==> src/rtl/reg_file_gen.sv <==
// reg_file_gen: parametrised CPU register file with half-word write modes,
// optional write-to-read bypass, optional hard-wired zero R0 and a
// multi-cycle clear-all sweep engine with busy/done/drop status.
module reg_file_gen #(
  parameter int DATA_W  = 32,
  parameter int ADDR_W  = 3,
  parameter int BYPASS  = 1,
  parameter int ZERO_R0 = 0
) (
  input  logic              clk,
  input  logic              rst_n,
  input  logic [ADDR_W-1:0] read_addr1,
  input  logic [ADDR_W-1:0] read_addr2,
  output logic [DATA_W-1:0] value1,
  output logic [DATA_W-1:0] value2,
  input  logic [ADDR_W-1:0] write_addr,
  input  logic [DATA_W-1:0] write_value_alu,
  input  logic [DATA_W-1:0] write_value_id,
  input  logic              write_data_sel,
  input  logic              write_enable,
  input  logic [1:0]        write_mode,
  input  logic              clr_all,
  output logic              busy,
  output logic              sweep_done,
  output logic              wr_drop
);

  localparam int NUM_REGS = 2 ** ADDR_W;
  localparam int H        = DATA_W / 2;

  typedef enum logic {
    IDLE  = 1'b0,
    SWEEP = 1'b1
  } state_t;

  state_t            state_q, state_d;
  logic [ADDR_W-1:0] idx_q, idx_d;
  logic              sweep_done_q, sweep_done_d;
  logic              wr_drop_q, wr_drop_d;
  logic [DATA_W-1:0] regs_q [NUM_REGS];
  logic [DATA_W-1:0] regs_d [NUM_REGS];

  logic [DATA_W-1:0] src;
  logic [DATA_W-1:0] cur;
  logic [DATA_W-1:0] merged;
  logic              write_hits_r0;
  logic              write_commit;
  logic              bypass_en;

  assign busy       = (state_q == SWEEP);
  assign sweep_done = sweep_done_q;
  assign wr_drop    = wr_drop_q;

  // Build the value a write would leave in its destination register.
  always_comb begin
    // NOTE: every variable written in an always_comb gets a value on every
    // path (defaults first); a missed path infers a latch.
    src    = write_data_sel ? write_value_id : write_value_alu;
    cur    = regs_q[write_addr];
    merged = src;
    case (write_mode)
      2'b01:   merged = {cur[DATA_W-1:H], src[H-1:0]};
      2'b10:   merged = {src[H-1:0], cur[H-1:0]};
      default: merged = src;
    endcase
  end

  assign write_hits_r0 = (ZERO_R0 != 0) && (write_addr == '0);
  assign write_commit  = write_enable && !busy && !write_hits_r0;
  // Bypass is gated by rst_n so the read ports stay at zero during reset.
  assign bypass_en     = (BYPASS != 0) && write_enable && !busy && rst_n;

  // Asynchronous read ports: stored value, optional bypass, zero-R0 override.
  always_comb begin
    value1 = regs_q[read_addr1];
    value2 = regs_q[read_addr2];
    if (bypass_en && (read_addr1 == write_addr)) value1 = merged;
    if (bypass_en && (read_addr2 == write_addr)) value2 = merged;
    if ((ZERO_R0 != 0) && (read_addr1 == '0)) value1 = '0;
    if ((ZERO_R0 != 0) && (read_addr2 == '0)) value2 = '0;
  end

  // Next-state logic: sweep FSM, status pulses and register updates.
  always_comb begin
    state_d      = state_q;
    idx_d        = idx_q;
    sweep_done_d = 1'b0;
    wr_drop_d    = write_enable && busy;
    regs_d       = regs_q;
    case (state_q)
      IDLE: begin
        if (clr_all) begin
          state_d = SWEEP;
          idx_d   = '0;
        end
      end
      SWEEP: begin
        regs_d[idx_q] = '0;
        idx_d         = idx_q + ADDR_W'(1);
        // Completion is decided by the index compare, not by wrap-around.
        if (idx_q == ADDR_W'(NUM_REGS - 1)) begin
          state_d      = IDLE;
          sweep_done_d = 1'b1;
        end
      end
      default: state_d = IDLE;
    endcase
    // Writes only commit outside a sweep, so they never collide with a clear.
    if (write_commit) regs_d[write_addr] = merged;
  end

  // State and register storage with asynchronous clear.
  always_ff @(posedge clk or negedge rst_n) begin
    if (!rst_n) begin
      state_q      <= IDLE;
      idx_q        <= '0;
      sweep_done_q <= 1'b0;
      wr_drop_q    <= 1'b0;
      // NOTE: the register array is reset here because the file must read
      // all-zero after reset; plain RAM macros would not allow this.
      for (int i = 0; i < NUM_REGS; i++) regs_q[i] <= '0;
    end else begin
      // NOTE: sequential state uses non-blocking assignments so every flop
      // samples the pre-edge values regardless of statement order.
      state_q      <= state_d;
      idx_q        <= idx_d;
      sweep_done_q <= sweep_done_d;
      wr_drop_q    <= wr_drop_d;
      for (int i = 0; i < NUM_REGS; i++) regs_q[i] <= regs_d[i];
    end
  end

endmodule

==> config.mk <==
export PLATFORM = sky130hd
export DESIGN_NAME = reg_file_gen
export DESIGN_NICKNAME = d
export VERILOG_FILES = /design/src/rtl/reg_file_gen.sv
export SDC_FILE = /design/constraint.sdc
export NUM_CORES = 1
export LEC_CHECK = 0
export ABC_AREA = 1
export BUFFER_PORTS_ARGS = -buffer_cell sky130_fd_sc_hd__buf_4
export CAP_MARGIN = 20
export CORE_MARGIN = 2
export CORE_UTILIZATION = 40
export CTS_CLUSTER_DIAMETER = 200
export DETAILED_ROUTE_END_ITERATION = 10
export GPL_ROUTABILITY_DRIVEN = 0
export PLACE_DENSITY = 0.56
export SKIP_CTS_REPAIR_TIMING = 1
export SYNTH_ARGS = -nofsm -noshare
export SYNTH_HDL_FRONTEND = slang
export SYNTH_SLANG_ARGS = --single-unit
==> constraint.sdc <==
create_clock -name clk -period 1.9 [get_ports clk]
set_input_delay 0.285 -clock clk [delete_from_list [all_inputs] [get_ports clk]]
set_output_delay 0.285 -clock clk [all_outputs]
set_load 0.1 [all_outputs]
# Word-level counts from Yosys, hierarchy flattened
# Cells that the tools add are included.
# W data, S select, Z words.
# totals
reg_bits	262
latch_bits	0
ram_bits	0
mem_bits_ro	0
inputBits	80
out_inout_bits	67
word_cells	67
mem_count	0
# classes
n_addsub	1
multipliers	0
n_div	0
magnitude_cmp	6
eq_ne	6
shifts	0
mux	27
bitwise	7
n_reduce_logical	8
# ops
operator	n
$mux W256	2
$mux W32	11
$bmux W32 S3	3
$and A256 B256 Y256	1
$bwmux W256	1
$not A256 Y256	1
$demux W32 S3	2
$pmux W32 S2	1
$ge A4 B4 Y1 const B	4
$not A3 Y4	4
$lt A4 B1 Y1 const B	2
$logic_and A1 B1 Y1	7
$eq A3 B3 Y1	2
$pmux W3 S2	1
$mux W1	4
$add A3 B1 Y3 const B	1
$eq A3 B3 Y1 const B	1
$mux W3	1
$eq A2 B1 Y1 const B	1
$eq A2 B2 Y1 const B	1
$ne A2 B2 Y1 const B	1
$pmux W1 S2	1
$logic_not A1 Y1	1
$not A1 Y1	1

# Depth between registers and ports, before layout
# Gate-level depths: netlist (run 1).
# logic_depth
depth_word	10
depth_mapped	14

# Least setup slack after synthesis (run 1)
# Ideal clock, no wire load.
# synth_timing
path_type	flip-flop to output port
startpoint	register state_q, in the netlist busy
endpoint	output value2[18]
arrival_ns	2.549
required_time_ns	1.615
path_slack_ns	-0.934
stages_incl_launch_ff	11
n_path_buf	2
path_cell_list	dfrtp_1 buf_4 inv_2 nand2_1 clkinv_2 nand2_2 nor3_4 inv_2 buf_2 nand3_1 nand2_1
# synth_via
elab_chain_len	5
# synth_rtl
element	line_no	rtl
start, declared	36	state_t state_q, state_d;
start signal, assigned	125	state_q <= state_d;
$logic_not A1 Y1	71	assign bypass_en = (BYPASS != 0) && write_enable && !busy && rst_n;
$logic_and A1 B1 Y1 (2 in series)	71	
$logic_and A1 B1 Y1	78	if (bypass_en && (read_addr2 == write_addr)) value2 = merged;
$mux W32	78	
end, declared	15	output logic [DATA_W-1:0] value2,
# Every way passes these cells.

# Final worst setup path (run 1)
# layout_timing
startpoint	register state_q, in the netlist busy
endpoint	output value1[5]
# layout_via
elab_chain_len	5
# layout_rtl
element	line_no	rtl
$logic_not A1 Y1	71	
$logic_and A1 B1 Y1 (2 in series)	71	
$logic_and A1 B1 Y1	77	if (bypass_en && (read_addr1 == write_addr)) value1 = merged;
$mux W32	77	
end, declared	14	output logic [DATA_W-1:0] value1,
# Every way passes these cells.

==> results.txt, run 1 <==
Final clock skew: 13.3 ps
Area of placed instances: 24800 sq um
Die width: 228 um
Port Buf Inserts: 146
Core Rows: 81
CTS root buffer: clkbuf_16
Syn avg cell area: 5.96 sq um
Synth area leaders: dfrtp_1, nand2_1, o21ai_0
Grt total ovfl: 0
Hold WS: -15.2 ps
Pleak: 14.1 nW
Pre-CTS setup slack: -541 ps
Worst Path Required: 1620 ps
Fin. Hold Viols: 2
Clk buf depth: 3
Via density: 5.83
DIE AREA: 51800 sq um
Worst r2r src: busy$_DFF_PN0_
Crit-path cells: inv_4 > nand2_4 > clkinv_4 > nand2_4 > nor3_4 > buf_12 > buf_8 > nand2_1 > nand2_8 > buf_12
Hpwl dp: 61800 um
Pre-antenna DRT Iters: 6
Cell Count, Final, Fillers Out: 4250
Post-synthesis sequential area ratio: 0.328
Critical path fanouts, max: 10
Placeable core region: 49200 sq um
Netlist cell types: 29
Setup Viol. Count Final: 64
Share of layout cells above drive strength 1: 0.199
Core Util, Final: 0.559
Post-route ant nets: 0
Maximum vdd drop: 1480 uV
Sink Count: 262
Register bit total from synthesis: 262
CP peak stage delay: 480 ps
CTS H-Tree Depth: 2
Leading cell type by number of instances after synthesis: nand2_1
Clk pin slew, worst setup/hold paths: 60 ps
FILL cells: 4697
Violated checks: hold timing, setup timing
Fin area: 27500 sq um
Antenna violations before repair: 1
Initial Util: 0.407
Max-Cap Viols: 0
Fin. max-slew vios: 0
GRT Resource Usage Total: 0.376
Critical path buffers and inverters: 5
CTS tree: done
Startpoint types: flip-flop
Worst hold start: clr_all
Synth Net Count: 3439
Fraction of registers with async set/reset: 1.00
1st-iter DRT viols: 3685
Syn Std Cell Area: 20000 sq um
CP max stage cell: dfrtp_4
FF-to-FF path depth: 10
Pwr per Cell Area: 921 nW/um^2
Reg2reg setup slack: 90 ps
Critical path launch point: busy$_DFF_PN0_
Number of remaining DRC errors: 0
First-pass GRT wire length: 145000 um
Final setup TNS: -43190 ps
Vias: 24800
Cell taking the most area after synthesis: dfrtp_1
Top_reg_cell synth: dfrtp_1
Hold Path Class: in -> reg
Die Ht: 228 um
TritonCTS buffer count: 36
Share of the synthesized area in the top cell type: 0.328
RSZ-0062 raised after global routing: yes
Io pins: 147
Ys Warns: 0
Post-synth top cells: nand2_1, dfrtp_1, o21ai_0
Cell count of the worst hold path: 3
Critical path arrival: 2340 ps
Hold Crit Endpoint: busy$_DFF_PN0_
Worst setup margin: -722 ps
Crit end category: primary output
Slew headroom: 0.413
Post-route minimum period: 2620 ps
Gate count after technology mapping: 3355
Critical R2R Capture: regs_q[220]$_DFF_PN0_
Least-Margin Pin Slew: 881 ps
Number of nets in the layout: 3645
Tot Pwr: 25.3 mW
Area delta synth->final: 37.5%
Status: finished with violations
F_max: 381 MHz
Crit path kind: reg -> out
Routed WL: 99900 um
Routed wire per std cell: 23.5 um
Placed insts: 4175
Period utilisation layout: 1.38
Count of flip-flops with a built-in enable after synthesis: 0
Vias in the first global route: 23000
Pin count of the biggest net entering global routing: 134
Top cell family by delay on the critical path: buffers and inverters
Clock Latency Late Sink: 560 ps
==> cell families (layout without fill, tap and decap cells) <==
group | Yosys count | after routing | share of synthesized area
buffers and inverters | 404 | 634 | 0.0889
xor gates and xnor gates | 2 | 2 | 0.000876
other | 0 | 1 | 0
adders and majority gates | 4 | 4 | 0.00250
and+or+nand+nor | 2192 | 2192 | 0.441
AOI/OAI and AO/OA | 491 | 491 | 0.139
DFF | 262 | 262 | 0.328
==> per-layer routing <==
metal  global-route usage  up-vias  wire [um]
met5                    0        -          0
met4                0.193        0       5130
met3               0.0946      341      12900
met2                0.560     1835      42900
met1                0.503    11600      38900
li1                     -    11000          -
==> layout by cell type (no fill, tap or decap), types with 2 or more instances in the layout <==
cell type and instances:
buf_12 114, clkbuf_8 8, buf_6 3, inv_2 8
and2_1 16, nand3_1 151, o211ai_1 92, dfrtp_1 261
a21oi_1 90, inv_1 140, o22ai_1 49, nand2_2 95
clkinv_2 8, ha_1 4, buf_16 2, nand4_1 2
dlygate4sd3_1 2, nor2_1 210, nor3_4 2, buf_4 270
clkbuf_1 7, nand2_4 29, nor2_4 2, clkbuf_16 42
nand3b_1 57, clkinv_1 3, xor2_1 2, nand3_2 11
nand2_8 76, nor3_1 6, nand3_4 14, buf_8 19
o21ai_0 251, nand2_1 1519, inv_4 3, o21a_1 9
==> tightest hold or removal path: cells and delay by family <==
kind | cells | cell delay [ps]
simple gates | 2 | 140
buf+inv | 1 | 80
==> area by class of cell <==
cell class / count / area, sq um / share of cell area
multi-input cells: 2689 / 13500 / 0.492
flip-flops and latches: 262 / 6560 / 0.239
repair buffers: 415 / 4830 / 0.176
clock buffers: 52 / 1060 / 0.0386
well taps: 664 / 831 / 0.0302
inverters: 157 / 614 / 0.0223
clock inverters: 10 / 77.6 / 0.00282
diodes: 1 / 2.50 / 0.0000910
==> power breakdown <==
| group | switching, mW | internal, mW |
|---|---|---|
| combinational | 7.53 | 3.67 |
| clock | 2.79 | 4.00 |
| sequential | 0.852 | 6.48 |
| total | 11.2 | 14.2 |
==> how the worst max path moves through the flow <==
stage / end / slack (ps) / depth (start not counted)
floorplan: value2[1] / -150 / 9
global placement: value1[16] / -550 / 13
detailed placement: value1[16] / -540 / 13
CTS: value1[5] / -850 / 9
global route: value1[5] / -770 / 10
finish: value1[5] / -720 / 10
==> sequential cells by signal, summed over array words and instances, names as in the netlist <==
signal      count
idx_q           3
sweep_done      1
wr_drop         1
busy            1
regs_q        256
Note: power is estimated with default switching activity, not from simulation.
==> run 2, diff against run 1 <==
- ABC_AREA: 1 -> unset
==> results.txt, run 2 <==
Status: finished with violations
Violated checks: setup timing
Critical path arrival: 2520 ps (+180 ps)
Post-synth top cells: dfrtp_1, nand3_1, o21ai_0
Largest register FFs: 256 (unchanged)
Critical path fanouts, max: 6 (-4)
Most common cell after layout, fill and taps aside: buf_4
Io pins: 147 (unchanged)
Pre-antenna DRT Iters: 9 (+3)
F_max: 357 MHz (-6.5%)
Die width: 212 um (-6.9%)
Worst hold start: write_enable
Pleak: 10.9 nW (-23%)
Critical path buffers and inverters: 3 (-2)
Top_reg_cell synth: dfrtp_1
Worst Path Required: 1620 ps (about the same)
Initial Util: 0.403 (-0.00400)
Syn avg cell area: 10.5 sq um (+77%)
Vias in the first global route: 17200 (-25%)
CTS tree: done
1st-iter DRT viols: 1884 (-49%)
Sink Count: 262 (unchanged)
Vias: 17200 (-31%)
Clock Latency Late Sink: 600 ps (+40 ps)
RSZ-0062 raised after global routing: yes
TritonCTS buffer count: 31 (-14%)
Startpoint types: flip-flop
Clk pin slew, worst setup/hold paths: 50 ps (about the same)
Antenna violations before repair: 2 (+1)
Fin. max-slew vios: 0 (unchanged)
GRT Resource Usage Total: 0.327 (-0.0486)
Largest regs: regs_q x256, idx_q x3
Grt total ovfl: 0 (unchanged)
Number of remaining DRC errors: 0 (unchanged)
Post-route minimum period: 2800 ps (+182 ps)
First-pass GRT wire length: 109000 um (-24%)
CTS H-Tree Depth: 1 (-1)
Netlist cell types: 58 (+100%)
Fin. Hold Viols: 0 (-2)
Gate count after technology mapping: 1640 (-51%)
Core Rows: 76 (-6.2%)
Ys Warns: 0 (unchanged)
Crit end category: primary output
Placed insts: 2593 (-38%)
Leading cell type by number of instances after synthesis: dfrtp_1
Cell Count, Final, Fillers Out: 2701 (-36%)
Period utilisation layout: 1.48 (+0.0956)
Fraction of registers with async set/reset: 1.00 (unchanged)
Via density: 6.37 (+9.2%)
Tot Pwr: 26.7 mW (+5.3%)
Pre-CTS setup slack: -715 ps (-174 ps)
Slew headroom: 0.453 (+0.0400)
Worst setup margin: -904 ps (-182 ps)
Hold Path Class: in -> reg
CP max stage cell: dfrtp_4
Setup Viol. Count Final: 107 (+67%)
Count of flip-flops with a built-in enable after synthesis: 0 (unchanged)
Crit path kind: reg -> out
Hpwl dp: 49900 um (-19%)
Die Ht: 212 um (-6.9%)
Number of nets in the layout: 2172 (-40%)
CTS root buffer: clkbuf_16
Most frequent cells in the layout: buf_4, dfrtp_1, nand3_1, o21ai_0, mux4_2
Worst path most repeated cell: buf_12
Cell taking the most area after synthesis: dfrtp_1
Placeable core region: 42900 sq um (-13%)
Pwr per Cell Area: 1010 nW/um^2 (+9.5%)
Area delta synth->final: 53.1%
Crit-path cells: nor2b_4 > nand2_4 > nor4_4 > buf_6 > buf_12 > a211oi_1 > a21oi_4 > buf_12
Least-Margin Pin Slew: 821 ps (-60.0 ps)
Area of placed instances: 23300 sq um (-6.1%)
Top cell family by delay on the critical path: buffers and inverters
Final setup TNS: -53740 ps (-10550 ps)
Synth Net Count: 1724 (-50%)
Max-Cap Viols: 0 (unchanged)
Share of the synthesized area in the top cell type: 0.380 (+0.0516)
Post-synthesis sequential area ratio: 0.380 (+0.0516)
Clk buf depth: 3 (unchanged)
Pin count of the biggest net entering global routing: 142 (+6.0%)
Synth area leaders: dfrtp_1, mux4_2, nand3_1
Post-route ant nets: 0 (unchanged)
Fin area: 26500 sq um (-3.8%)
Register bit total from synthesis: 262 (unchanged)
Final clock skew: 24.1 ps (+10.9 ps)
DIE AREA: 44900 sq um (-13%)
Critical path launch point: busy$_DFF_PN0_
Share of layout cells above drive strength 1: 0.496 (+0.296)
Routed wire per std cell: 27.7 um (+18%)
Syn Std Cell Area: 17300 sq um (-14%)
Biggest register: regs_q
CP peak stage delay: 480 ps (about the same)
Port Buf Inserts: 146 (unchanged)
Worst r2r src: regs_q[157]$_DFF_PN0_
Maximum vdd drop: 904 uV (-39%)
Routed WL: 74700 um (-25%)
==> run 2: cell type report <==
| type | count | area, sq um |
|---|---|---|
| flip-flops and latches | 262 | 6560 |
| fillers | 3421 | 16400 |
| inverters | 5 | 18.8 |
| diodes | 3 | 7.51 |
| clock buffers | 36 | 805 |
| multi-input cells | 1193 | 11700 |
| repair buffers | 595 | 6350 |
| clock inverters | 22 | 282 |
| well taps | 585 | 732 |
==> run 2: report_power, final <==
group	total [mW]	switching, mW	internal, mW
combinational	12.5	7.26	5.23
sequential	7.67	1.03	6.64
clock	6.51	2.66	3.85
total	26.7	11.0	15.7
==> run 2: cells by family after synthesis <==
group	count (synthesis)	synth area share
AOI/OAI and AO/OA	558	0.217
and+or+nand+nor	422	0.129
DFF	262	0.380
muxes	203	0.222
buffers and inverters	185	0.0458
xor gates and xnor gates	6	0.00304
adders and majority gates	4	0.00290
==> run 2: routing by layer <==
metal	vias to the layer above	share of wire	global-route usage
li1	7298	-	-
met1	8674	0.39	0.435
met4	2	0.044	0.151
met2	1023	0.47	0.514
met3	195	0.096	0.0697
met5	-	0.00017	0
==> run 2: path summary, 6_finish.rpt <==
check | to | slack, ps | cells after the start
min reg2reg | regs_q[2]$_DFF_PN0_ | 550 | 2
max reg2reg | regs_q[221]$_DFF_PN0_ | -70 | 8
min | wr_drop$_DFF_PN0_ | 60 | 3
max | value2[15] | -900 | 8
max in group asynchronous | busy$_DFF_PN0_ | 480 | 4
min in group asynchronous | regs_q[93]$_DFF_PN0_ | 280 | 3
==> run 2: per-stage QoR <==
stage	hold slack, ps	util
6_report	63.5	0.617
4_1_cts	-258	0.570
2_1_floorplan	-10.6	-
3_5_place_dp	350	0.544
3_3_place_gp	350	0.544
5_1_grt	64.9	0.617
==> run 2: tightest hold or removal path, delay by kind of cell <==
kind,cells,cell delay (ps)
buf+inv,2,190
simple gates,1,120
